`src/rtl/mips_ctrl_pkg.sv`:
```
// mips_ctrl_pkg: shared opcode/funct fields, FSM state, ALU-op and mux-select encodings
package mips_ctrl_pkg;
  localparam logic [5:0] OP_RTYPE = 6'h00, OP_J = 6'h02, OP_JAL = 6'h03, OP_BEQ = 6'h04,
                         OP_BNE = 6'h05, OP_ADDI = 6'h08, OP_ORI = 6'h0D, OP_LUI = 6'h0F,
                         OP_LW = 6'h23, OP_SW = 6'h2B;
  localparam logic [5:0] FN_ADD = 6'h20, FN_SUB = 6'h22, FN_AND = 6'h24, FN_OR = 6'h25,
                         FN_SLT = 6'h2A;
  typedef enum logic [3:0] {
    S_FETCH = 4'd0, S_DECODE = 4'd1, S_MEMADR = 4'd2, S_MEMRD = 4'd3, S_MEMWB = 4'd4,
    S_MEMWR = 4'd5, S_REXE = 4'd6, S_RWB = 4'd7, S_BRANCH = 4'd8, S_JUMP = 4'd9,
    S_IEXE = 4'd10, S_IWB = 4'd11
  } state_t;
  localparam logic [3:0] ALU_ADD = 4'd0, ALU_SUB = 4'd1, ALU_AND = 4'd2, ALU_OR = 4'd3,
                         ALU_SLT = 4'd4, ALU_LUI = 4'd5;
  localparam logic [1:0] DST_RT = 2'd0, DST_RD = 2'd1, DST_RA = 2'd2;
  localparam logic [1:0] WD_ALU = 2'd0, WD_MDR = 2'd1, WD_PC = 2'd2;
  localparam logic [1:0] SRCB_B = 2'd0, SRCB_4 = 2'd1, SRCB_IMM = 2'd2, SRCB_BR = 2'd3;
  localparam logic [1:0] PC_ALU = 2'd0, PC_OUT = 2'd1, PC_JMP = 2'd2;
  // State following DECODE; FETCH doubles as the "unsupported opcode" marker.
  function automatic state_t op_next(input logic [5:0] op);
    case (op)
      OP_LW, OP_SW: return S_MEMADR;
      OP_RTYPE: return S_REXE;
      OP_BEQ, OP_BNE: return S_BRANCH;
      OP_J, OP_JAL: return S_JUMP;
      OP_ADDI, OP_ORI, OP_LUI: return S_IEXE;
      default: return S_FETCH;
    endcase
  endfunction
endpackage

```
`src/rtl/multicycle_ctrl_if.sv`:
```
// multicycle_ctrl_if: controller <-> datapath bundle (IR fields, zero flag in; enables/selects out)
// master = controller, slave = datapath. mem_req/mem_ready exist only with MC_STALL_EN.
interface multicycle_ctrl_if #(parameter int STATE_W = 4, parameter int ALUOP_W = 4);
  logic [5:0] opcode, funct;
  logic zero;
  logic pc_we, ir_we, mem_we, i_or_d, rf_we;
  logic [1:0] rf_dst, wd_sel;
  logic alu_srca;
  logic [1:0] alu_srcb;
  logic ext_op;
  logic [ALUOP_W-1:0] alu_op;
  logic [1:0] pc_src;
  logic illegal;
  logic [STATE_W-1:0] dbg_state;
`ifdef MC_STALL_EN
  logic mem_ready, mem_req;
`endif
  modport master (
`ifdef MC_STALL_EN
    input mem_ready, output mem_req,
`endif
    input opcode, funct, zero,
    output pc_we, ir_we, mem_we, i_or_d, rf_we, rf_dst, wd_sel, alu_srca, alu_srcb, ext_op,
    output alu_op, pc_src, illegal, dbg_state
  );
  modport slave (
`ifdef MC_STALL_EN
    output mem_ready, input mem_req,
`endif
    output opcode, funct, zero,
    input pc_we, ir_we, mem_we, i_or_d, rf_we, rf_dst, wd_sel, alu_srca, alu_srcb, ext_op,
    input alu_op, pc_src, illegal, dbg_state
  );
endinterface

```
`src/rtl/multicycle_ctrl_alu_funct_dec.sv`:
```
// alu_funct_dec: R-type funct to alu_op mapping with unsupported-funct flag
// funct in, alu_op/bad out (purely combinational)
module alu_funct_dec import mips_ctrl_pkg::*; #(parameter int ALUOP_W = 4) (
  input  logic [5:0]         funct,
  output logic [ALUOP_W-1:0] alu_op,
  output logic               bad
);
  always_comb begin
    alu_op = ALUOP_W'(ALU_ADD);
    bad = 1'b0;
    case (funct)
      FN_ADD: alu_op = ALUOP_W'(ALU_ADD);
      FN_SUB: alu_op = ALUOP_W'(ALU_SUB);
      FN_AND: alu_op = ALUOP_W'(ALU_AND);
      FN_OR:  alu_op = ALUOP_W'(ALU_OR);
      FN_SLT: alu_op = ALUOP_W'(ALU_SLT);
      default: bad = 1'b1;
    endcase
  end
endmodule

```
`src/rtl/multicycle_ctrl.sv`:
```
// multicycle_ctrl: Moore FSM sequencing the multicycle MIPS datapath
// clk, rst (async active-low), bus (multicycle_ctrl_if.master). Optional MC_STALL_EN adds memory handshake.
module multicycle_ctrl import mips_ctrl_pkg::*; #(
  parameter int STATE_W = 4,
  parameter int ALUOP_W = 4
) (
  input logic clk,
  input logic rst,
  multicycle_ctrl_if.master bus
);
  state_t state, nxt;
  logic kill, rdy, f_bad;
  logic [ALUOP_W-1:0] f_op;
`ifdef MC_STALL_EN
  assign rdy = bus.mem_ready;
  assign bus.mem_req = rst & (state == S_FETCH || state == S_MEMRD || state == S_MEMWR);
`else
  assign rdy = 1'b1;
`endif
  alu_funct_dec #(.ALUOP_W(ALUOP_W)) u_fdec (.funct(bus.funct), .alu_op(f_op), .bad(f_bad));
  always_comb begin
    case (state)
      S_FETCH:  nxt = rdy ? S_DECODE : S_FETCH;
      S_DECODE: nxt = op_next(bus.opcode);
      S_MEMADR: nxt = (bus.opcode == OP_LW) ? S_MEMRD : S_MEMWR;
      S_MEMRD:  nxt = rdy ? S_MEMWB : S_MEMRD;
      S_MEMWR:  nxt = rdy ? S_FETCH : S_MEMWR;
      S_REXE:   nxt = S_RWB;
      S_IEXE:   nxt = S_IWB;
      default:  nxt = S_FETCH;
    endcase
  end
  // kill remembers an unsupported funct so RWB does not write the register file
  always_ff @(posedge clk or negedge rst) begin
    if (!rst) begin
      state <= S_FETCH;
      kill <= 1'b0;
    end else begin
      state <= nxt;
      kill <= (state == S_REXE) & f_bad;
    end
  end
  // reset low forces every output to zero regardless of state
  always_comb begin
    bus.pc_we = 1'b0;
    bus.ir_we = 1'b0;
    bus.mem_we = 1'b0;
    bus.i_or_d = 1'b0;
    bus.rf_we = 1'b0;
    bus.rf_dst = DST_RT;
    bus.wd_sel = WD_ALU;
    bus.alu_srca = 1'b0;
    bus.alu_srcb = SRCB_B;
    bus.ext_op = 1'b0;
    bus.alu_op = ALUOP_W'(ALU_ADD);
    bus.pc_src = PC_ALU;
    bus.illegal = 1'b0;
    bus.dbg_state = rst ? STATE_W'(state) : '0;
    if (rst) begin
      case (state)
        S_FETCH: begin
          bus.pc_we = rdy;
          bus.ir_we = rdy;
          bus.alu_srcb = SRCB_4;
        end
        S_DECODE: begin
          bus.alu_srcb = SRCB_BR;
          bus.illegal = op_next(bus.opcode) == S_FETCH;
        end
        S_MEMADR: begin
          bus.alu_srca = 1'b1;
          bus.alu_srcb = SRCB_IMM;
          bus.ext_op = 1'b1;
        end
        S_MEMRD: bus.i_or_d = 1'b1;
        S_MEMWB: begin
          bus.rf_we = 1'b1;
          bus.wd_sel = WD_MDR;
        end
        S_MEMWR: begin
          bus.i_or_d = 1'b1;
          bus.mem_we = 1'b1;
        end
        S_REXE: begin
          bus.alu_srca = 1'b1;
          bus.alu_op = f_op;
          bus.illegal = f_bad;
        end
        S_RWB: begin
          bus.rf_we = !kill;
          bus.rf_dst = DST_RD;
        end
        S_BRANCH: begin
          bus.alu_srca = 1'b1;
          bus.alu_op = ALUOP_W'(ALU_SUB);
          bus.pc_src = PC_OUT;
          bus.pc_we = (bus.opcode == OP_BEQ) ? bus.zero : !bus.zero;
        end
        S_JUMP: begin
          bus.pc_we = 1'b1;
          bus.pc_src = PC_JMP;
          bus.rf_we = bus.opcode == OP_JAL;
          bus.rf_dst = (bus.opcode == OP_JAL) ? DST_RA : DST_RT;
          bus.wd_sel = (bus.opcode == OP_JAL) ? WD_PC : WD_ALU;
        end
        S_IEXE: begin
          bus.alu_srca = 1'b1;
          bus.alu_srcb = SRCB_IMM;
          bus.ext_op = bus.opcode == OP_ADDI;
          bus.alu_op = (bus.opcode == OP_ORI) ? ALUOP_W'(ALU_OR) :
                       (bus.opcode == OP_LUI) ? ALUOP_W'(ALU_LUI) : ALUOP_W'(ALU_ADD);
        end
        S_IWB: bus.rf_we = 1'b1;
        default: ;
      endcase
    end
  end
endmodule

```
`src/flat_wrapper.sv`:
```
// flat-port wrapper written by rule: the top's interface ports become plain ports
module multicycle_ctrl_flat import mips_ctrl_pkg::*;
#(
  parameter int STATE_W = 4,
  parameter int ALUOP_W = 4
)
  (clk, rst, bus_opcode, bus_funct, bus_zero, bus_pc_we, bus_ir_we, bus_mem_we, bus_i_or_d, bus_rf_we, bus_rf_dst, bus_wd_sel, bus_alu_srca, bus_alu_srcb, bus_ext_op, bus_alu_op, bus_pc_src, bus_illegal, bus_dbg_state);
  multicycle_ctrl_if #(.STATE_W(STATE_W), .ALUOP_W(ALUOP_W)) bus_i ();
  input logic clk;
  input logic rst;
  input wire logic [$bits(bus_i.opcode)-1:0] bus_opcode;
  input wire logic [$bits(bus_i.funct)-1:0] bus_funct;
  input wire logic [$bits(bus_i.zero)-1:0] bus_zero;
  output wire logic [$bits(bus_i.pc_we)-1:0] bus_pc_we;
  output wire logic [$bits(bus_i.ir_we)-1:0] bus_ir_we;
  output wire logic [$bits(bus_i.mem_we)-1:0] bus_mem_we;
  output wire logic [$bits(bus_i.i_or_d)-1:0] bus_i_or_d;
  output wire logic [$bits(bus_i.rf_we)-1:0] bus_rf_we;
  output wire logic [$bits(bus_i.rf_dst)-1:0] bus_rf_dst;
  output wire logic [$bits(bus_i.wd_sel)-1:0] bus_wd_sel;
  output wire logic [$bits(bus_i.alu_srca)-1:0] bus_alu_srca;
  output wire logic [$bits(bus_i.alu_srcb)-1:0] bus_alu_srcb;
  output wire logic [$bits(bus_i.ext_op)-1:0] bus_ext_op;
  output wire logic [$bits(bus_i.alu_op)-1:0] bus_alu_op;
  output wire logic [$bits(bus_i.pc_src)-1:0] bus_pc_src;
  output wire logic [$bits(bus_i.illegal)-1:0] bus_illegal;
  output wire logic [$bits(bus_i.dbg_state)-1:0] bus_dbg_state;
  assign bus_i.opcode = bus_opcode;
  assign bus_i.funct = bus_funct;
  assign bus_i.zero = bus_zero;
  assign bus_pc_we = bus_i.pc_we;
  assign bus_ir_we = bus_i.ir_we;
  assign bus_mem_we = bus_i.mem_we;
  assign bus_i_or_d = bus_i.i_or_d;
  assign bus_rf_we = bus_i.rf_we;
  assign bus_rf_dst = bus_i.rf_dst;
  assign bus_wd_sel = bus_i.wd_sel;
  assign bus_alu_srca = bus_i.alu_srca;
  assign bus_alu_srcb = bus_i.alu_srcb;
  assign bus_ext_op = bus_i.ext_op;
  assign bus_alu_op = bus_i.alu_op;
  assign bus_pc_src = bus_i.pc_src;
  assign bus_illegal = bus_i.illegal;
  assign bus_dbg_state = bus_i.dbg_state;
  multicycle_ctrl #(.STATE_W(STATE_W), .ALUOP_W(ALUOP_W)) u_core (.clk(clk), .rst(rst), .bus(bus_i));
endmodule
```
`config.mk`:
```
export PLATFORM = sky130hd
export DESIGN_NAME = multicycle_ctrl_flat
export DESIGN_NICKNAME = d
export VERILOG_FILES = /design/src/rtl/mips_ctrl_pkg.sv /design/src/rtl/multicycle_ctrl_if.sv /design/src/rtl/multicycle_ctrl_alu_funct_dec.sv /design/src/rtl/multicycle_ctrl.sv /design/src/flat_wrapper.sv
export SDC_FILE = /design/constraint.sdc
export NUM_CORES = 1
export LEC_CHECK = 0
export ABC_AREA = 1
export CAP_MARGIN = 20
export CORE_MARGIN = 5
export CORE_UTILIZATION = 40
export DETAILED_ROUTE_END_ITERATION = 10
export GPL_ROUTABILITY_DRIVEN = 0
export MAX_ROUTING_LAYER = met4
export PLACE_DENSITY = 0.91
export SLEW_MARGIN = 20
export SYNTH_ARGS = -nofsm -noshare
export SYNTH_HDL_FRONTEND = slang
export SYNTH_SLANG_ARGS = --single-unit
```
`constraint.sdc`:
```
create_clock -name clk -period 2.9 [get_ports clk]
set_input_delay 0.29 -clock clk [delete_from_list [all_inputs] [get_ports clk]]
set_output_delay 0.29 -clock clk [all_outputs]
set_load 0.03 [all_outputs]
```
Yosys cells after proc, flatten, opt, wreduce, memory -nomap -nowiden
Index checks and enable logic that the tools add are counted.
Word-level totals
  register bits after elaboration: 5
  latch bits: 0
  memory bits (writable): 0
  ROM bits: 0
  input port bits: 15
  output and inout bits: 24
  logic and storage cells: 81
  memories kept: 0
Operators by class
  add/sub/neg operators: 0
  $mul: 0
  div/mod/pow operators: 0
  order comparisons: 0
  equal/unequal tests: 25
  shifts and indexed selects: 0
  mux-type cells: 38
  bitwise logic cells: 1
  reduce and logical (&&, ||, !) cells: 15
Operators by type and width (number)
  $eq A6 B6 Y1 const B: 7
  $pmux W4 S6: 1
  $mux W4: 5
  $pmux W4 S5: 1
  $eq A6 B4 Y1 const B: 3
  $eq A4 B3 Y1 const B: 4
  $eq A4 B4 Y1 const B: 4
  $mux W1: 14
  $reduce_or A2 Y1: 7
  $eq A6 B2 Y1 const B: 2
  $eq A6 B3 Y1 const B: 2
  $pmux W2 S2: 3
  $pmux W3 S4: 1
  $pmux W4 S3: 1
  $mux W2: 5
  $eq A4 B2 Y1 const B: 2
  $logic_not A4 Y1: 2
  $logic_not A6 Y1: 1
  $mux W3: 2
  $pmux W1 S2: 3
  $pmux W2 S3: 1
  $reduce_or A5 Y1: 1
  $eq A4 B1 Y1 const B: 1
  $reduce_or A4 Y1: 1
  other kinds (4): 5

Depth between registers and ports, before layout
  word-level depth: 8
  gate-level depth with buffers: 7
  gate-level depth less buffers: 7

Modules after synthesis
From an unflattened synthesis, not the netlist that was laid out.
Unflattened totals
  cells, all modules: 153
  area total of the unflattened synthesis: 847.1 um^2
By module, submodules not included
  multicycle_ctrl: times used 1, cells each 129, area an instance 739.5 um^2, sequential area each 125.1 um^2
  alu_funct_dec: times used 1, cells each 24, area an instance 107.6 um^2, sequential area each 0.0 um^2

Worst setup path before layout
OpenSTA, ideal clock, no wires.
  path type: reg-to-output
  start: register u_core.state[2]
  end: output bus_pc_we
  arrival: 1.768 ns
  data required time: 2.610 ns
  path slack: 0.842 ns
  stages on the path, launching flop included: 8
  path buffers: 0
  path through: dfrtp_1 -> inv_1 -> nand2_1 -> inv_1 -> nand2_1 -> nor2_1 -> nand2_1 -> o21bai_1
Between the ends
  word-level cells in the longest chain between the ends: 4
  elaborated cells between the ends (all ways): 6
  classes of those cells: eq/ne: 2; mux: 2; reduce/logical: 2
Ends and longest elaborated chain
  start: declaration: line multicycle_ctrl.sv:11  | state_t state, nxt;
  start signal: assignment: line multicycle_ctrl.sv:39  | state <= nxt;
  $eq A4 B4 Y1 or $logic_not A4 Y1 (tied branches): line multicycle_ctrl.sv:60  | case (state)
  $reduce_or A2 Y1 (no source line)
  $pmux W1 S2 *: line multicycle_ctrl.sv:60
  $mux W1 *: line multicycle_ctrl.sv:59  | if (rst) begin
  end: declaration: line flat_wrapper.sv:14  | output wire logic [$bits(bus_i.pc_we)-1:0] bus_pc_we;
Every way passes the cells marked *; elsewhere a longest branch is shown, timed or not.

Final worst setup path
  start: input bus_opcode[2]
  end: output bus_illegal
Between the ends
  word-level cells in the longest chain between the ends: 8
  elaborated cells between the ends (all ways): 20
  classes of those cells: eq/ne: 9; mux: 5; reduce/logical: 6
Ends and longest elaborated chain
  start: declaration: line flat_wrapper.sv:11  | input wire logic [$bits(bus_i.opcode)-1:0] bus_opcode;
  $eq A6 B4 Y1 (tied with other cells): line mips_ctrl_pkg.sv:21  | case (op)
  $reduce_or A3 Y1 or $reduce_or A2 Y1 (tied branches): line mips_ctrl_pkg.sv:21
  $pmux W4 S5 *: line mips_ctrl_pkg.sv:21
  $mux W4 *: line multicycle_ctrl.sv:60
  $mux W4 *: line multicycle_ctrl.sv:59
  $logic_not A4 Y1 *: line multicycle_ctrl.sv:68  | bus.illegal = op_next(bus.opcode) == S_FETCH;
  $pmux W1 S2 *: line multicycle_ctrl.sv:60
  $mux W1 *: line multicycle_ctrl.sv:59
  end: declaration: line flat_wrapper.sv:26  | output wire logic [$bits(bus_i.illegal)-1:0] bus_illegal;
Every way passes the cells marked *; elsewhere a longest branch is shown, timed or not. The select of a mux whose other input is x is not followed.

==> metrics.yaml <==
drt:
  wirelength_um: 2120
  final_antenna_net_count: 0
  avgRoutedWirePerCell_um: 10.9
  drtPass1Iterations: 4
  routed_via_density: 4.99
  route.detailed.drc: 0
  vias: 974
  dr.first_iter.drc_count: 23
layout:
  nets: 186
  area_growth_pct: 58.0
  postLayoutCellArea_um2: 1110
  layout-drive-gt1-share_pct: 8.24
  fin_cells: 195
  diodes: 0
floorplanning:
  core_area_um2: 1710
  dieArea_um2: 2700
  num_rows: 15
  chipHeight_um: 51.9
  fp.dieW_um: 51.9
  start_util_pct: 41.2
  ios: 39
clock_tree:
  post-cts-setup-buffer-count: 0
  ctsResizeCount: 0
  clkTransAtPathRegs_ns: 0.04
  ctsLongestPathBuffers: 2
  root_buffer: "clkbuf_4"
  hold_buffers: 0
  cts_tree: "yes"
  clock_sink_count: 5
  htreeDepth: 1
  clk_latency_ns: 0.23
  cts_buffers: 3
timing:
  fin_crit_sh_pct: 87.7
  period_needed_ns: 2.54
  max_freq_mhz: 393
  grt_setup_unrepaired: "no"
  setup_viol: 0
  whs_ns: 0.449
  hold_viol: 0
  timing.setup.tns_ns: 0
  slew_viol_final: 0
  fin_skew_ns: 0.000830
yosys:
  syn-cell-area_um2: 703
  yosysTopAreaCell: "dfrtp_1"
  synth_ff_type: "dfrtp_1"
  ys_seq_area_share_pct: 17.8
  ys_types: 23
  yosysWarnings: 0
  synth-seq-cells: 5
  async_flop_share_pct: 100
  synth.area.top_cells: "dfrtp_1 18%, nor2_1 15%, nand2_1 14%, inv_1 12%, nand3_1 9.3%"
  synth_edf_count: 0
  synth_top_area_share_pct: 17.8
  synth_most_common_cell: "nor2_1"
  syn_avg_cell_area_um2: 5.33
  syn_nets: 147
  synth_common_cells: "28 x nor2_1, 27 x nand2_1, 22 x inv_1"
  syn-instance-count: 132
pwr:
  p_sw_mw: 0.230
  p_comb_share_pct: 62.5
  ir_worst_vdd_mv: 0.227
  pwr-share-seq_pct: 21.7
  pwr-share-clk_pct: 15.8
  intPower_mw: 0.247
  p_leak_nw: 0.538
  p_sw_share_pct: 48.2
  power.total_mw: 0.477
  power.density_nw_per_um2: 429
global_route:
  grt_overflow: 0
  grt_pass1_vias: 916
  grtUsageTotal_pct: 16.7
  antenna_found_initial: 0
  grt_max_degree: 14
  grt_pass1_wl_um: 3500
setup_path:
  critPathLaunchType: "input pin"
  crit_type: "in -> out"
  crit_fanout: 5
  cp.arrival_ns: 2.25
  crit_required_ns: 2.61
  critPathCaptureType: "output port"
run_status:
  outcome: "finished, final reports clean"
place:
  port_buffers: 37
  hpwl_um: 1860
  place_area_um2: 1080
  place_inst: 191
worst_hold_path:
  hold_path_class: "in -> async"
flow_run:
  maxCapViolCount: 0
-- metal layers --
layer  vias to the layer above  routed length (um)  global-route usage [%]
li1                        491                   -                       -
met1                       448                 804                    17.2
met2                        35                1180                    32.2
met3                         0                 140                    2.87
met4                         0                   0                    4.37
met5                         -                   0                       -
-- layout by cell type, fill, tap and decap left out, types with 4 or more instances in the layout --
cell              n
a21oi_1           7
nor2_1           28
inv_1            22
nand2_1          27
nor3_1            4
clkdlybuf4s50_1  37
dfrtp_1           5
nand3_1          13
-- cells by family after synthesis --
group                  count (synthesis)  synth area share, %
DFF                                    5                 17.8
other                                  1                0.533
AOI/OAI and AO/OA                     16                 13.5
and+or+nand+nor                       81                 50.9
buffers and inverters                 29                 17.3
-- flip-flops by register name, summed over array words and instances, names as in the netlist --
name and count:
u_core.kill 1, u_core.state 4
-- final timing paths --
kind / slack (ns) / end / from / cells past startpoint
min reg2reg: 0.75 / u_core.state[2] / u_core.state[2] / 3
min: 0.45 / u_core.state[3] / rst / 2
max: 0.36 / bus_illegal / bus_opcode[2] / 8
max in group asynchronous: 2.33 / u_core.state[1] / rst / 2
min in group clk: 0.75 / u_core.state[2] / u_core.state[2] / 3
max reg2reg: 1.52 / u_core.state[3] / u_core.state[3] / 5
-- stage by stage --
step	util (%)	worst slack, ns
6_report	65.1	0.358
5_1_grt	65.1	0.181
4_1_cts	65.1	0.374
3_5_place_dp	63.5	0.388
3_3_place_gp	63.5	0.447
2_1_floorplan	-	0.842
-- layout make-up --
class | count | area [um^2]
clock buffer | 4 | 26.3
fill | 152 | 597
sequential | 5 | 125
inverter | 25 | 93.8
multi-input combinational | 98 | 457
timing repair buffer | 38 | 378
tap | 25 | 31.3
-- critical path, stage by stage --
cell	delay (ns)
clkdlybuf4s50_1	0.54
nor2_1	0.11
nand3_1	0.17
nand2_1	0.08
nor2_1	0.14
nand3_1	0.09
a21oi_1	0.14
clkdlybuf4s50_1	0.69
-- power groups by stage --
stage / registers, mW / clock network (mW) / logic (mW)
after floorplan: 0.0995 / 0 / 0.185
after detailed placement: 0.104 / 0 / 0.297
final: 0.103 / 0.0754 / 0.298
after CTS: 0.103 / 0.0763 / 0.298
after global routing: 0.106 / 0.0829 / 0.322
after global placement: 0.103 / 0 / 0.290
(Power assumes the default switching activity.)
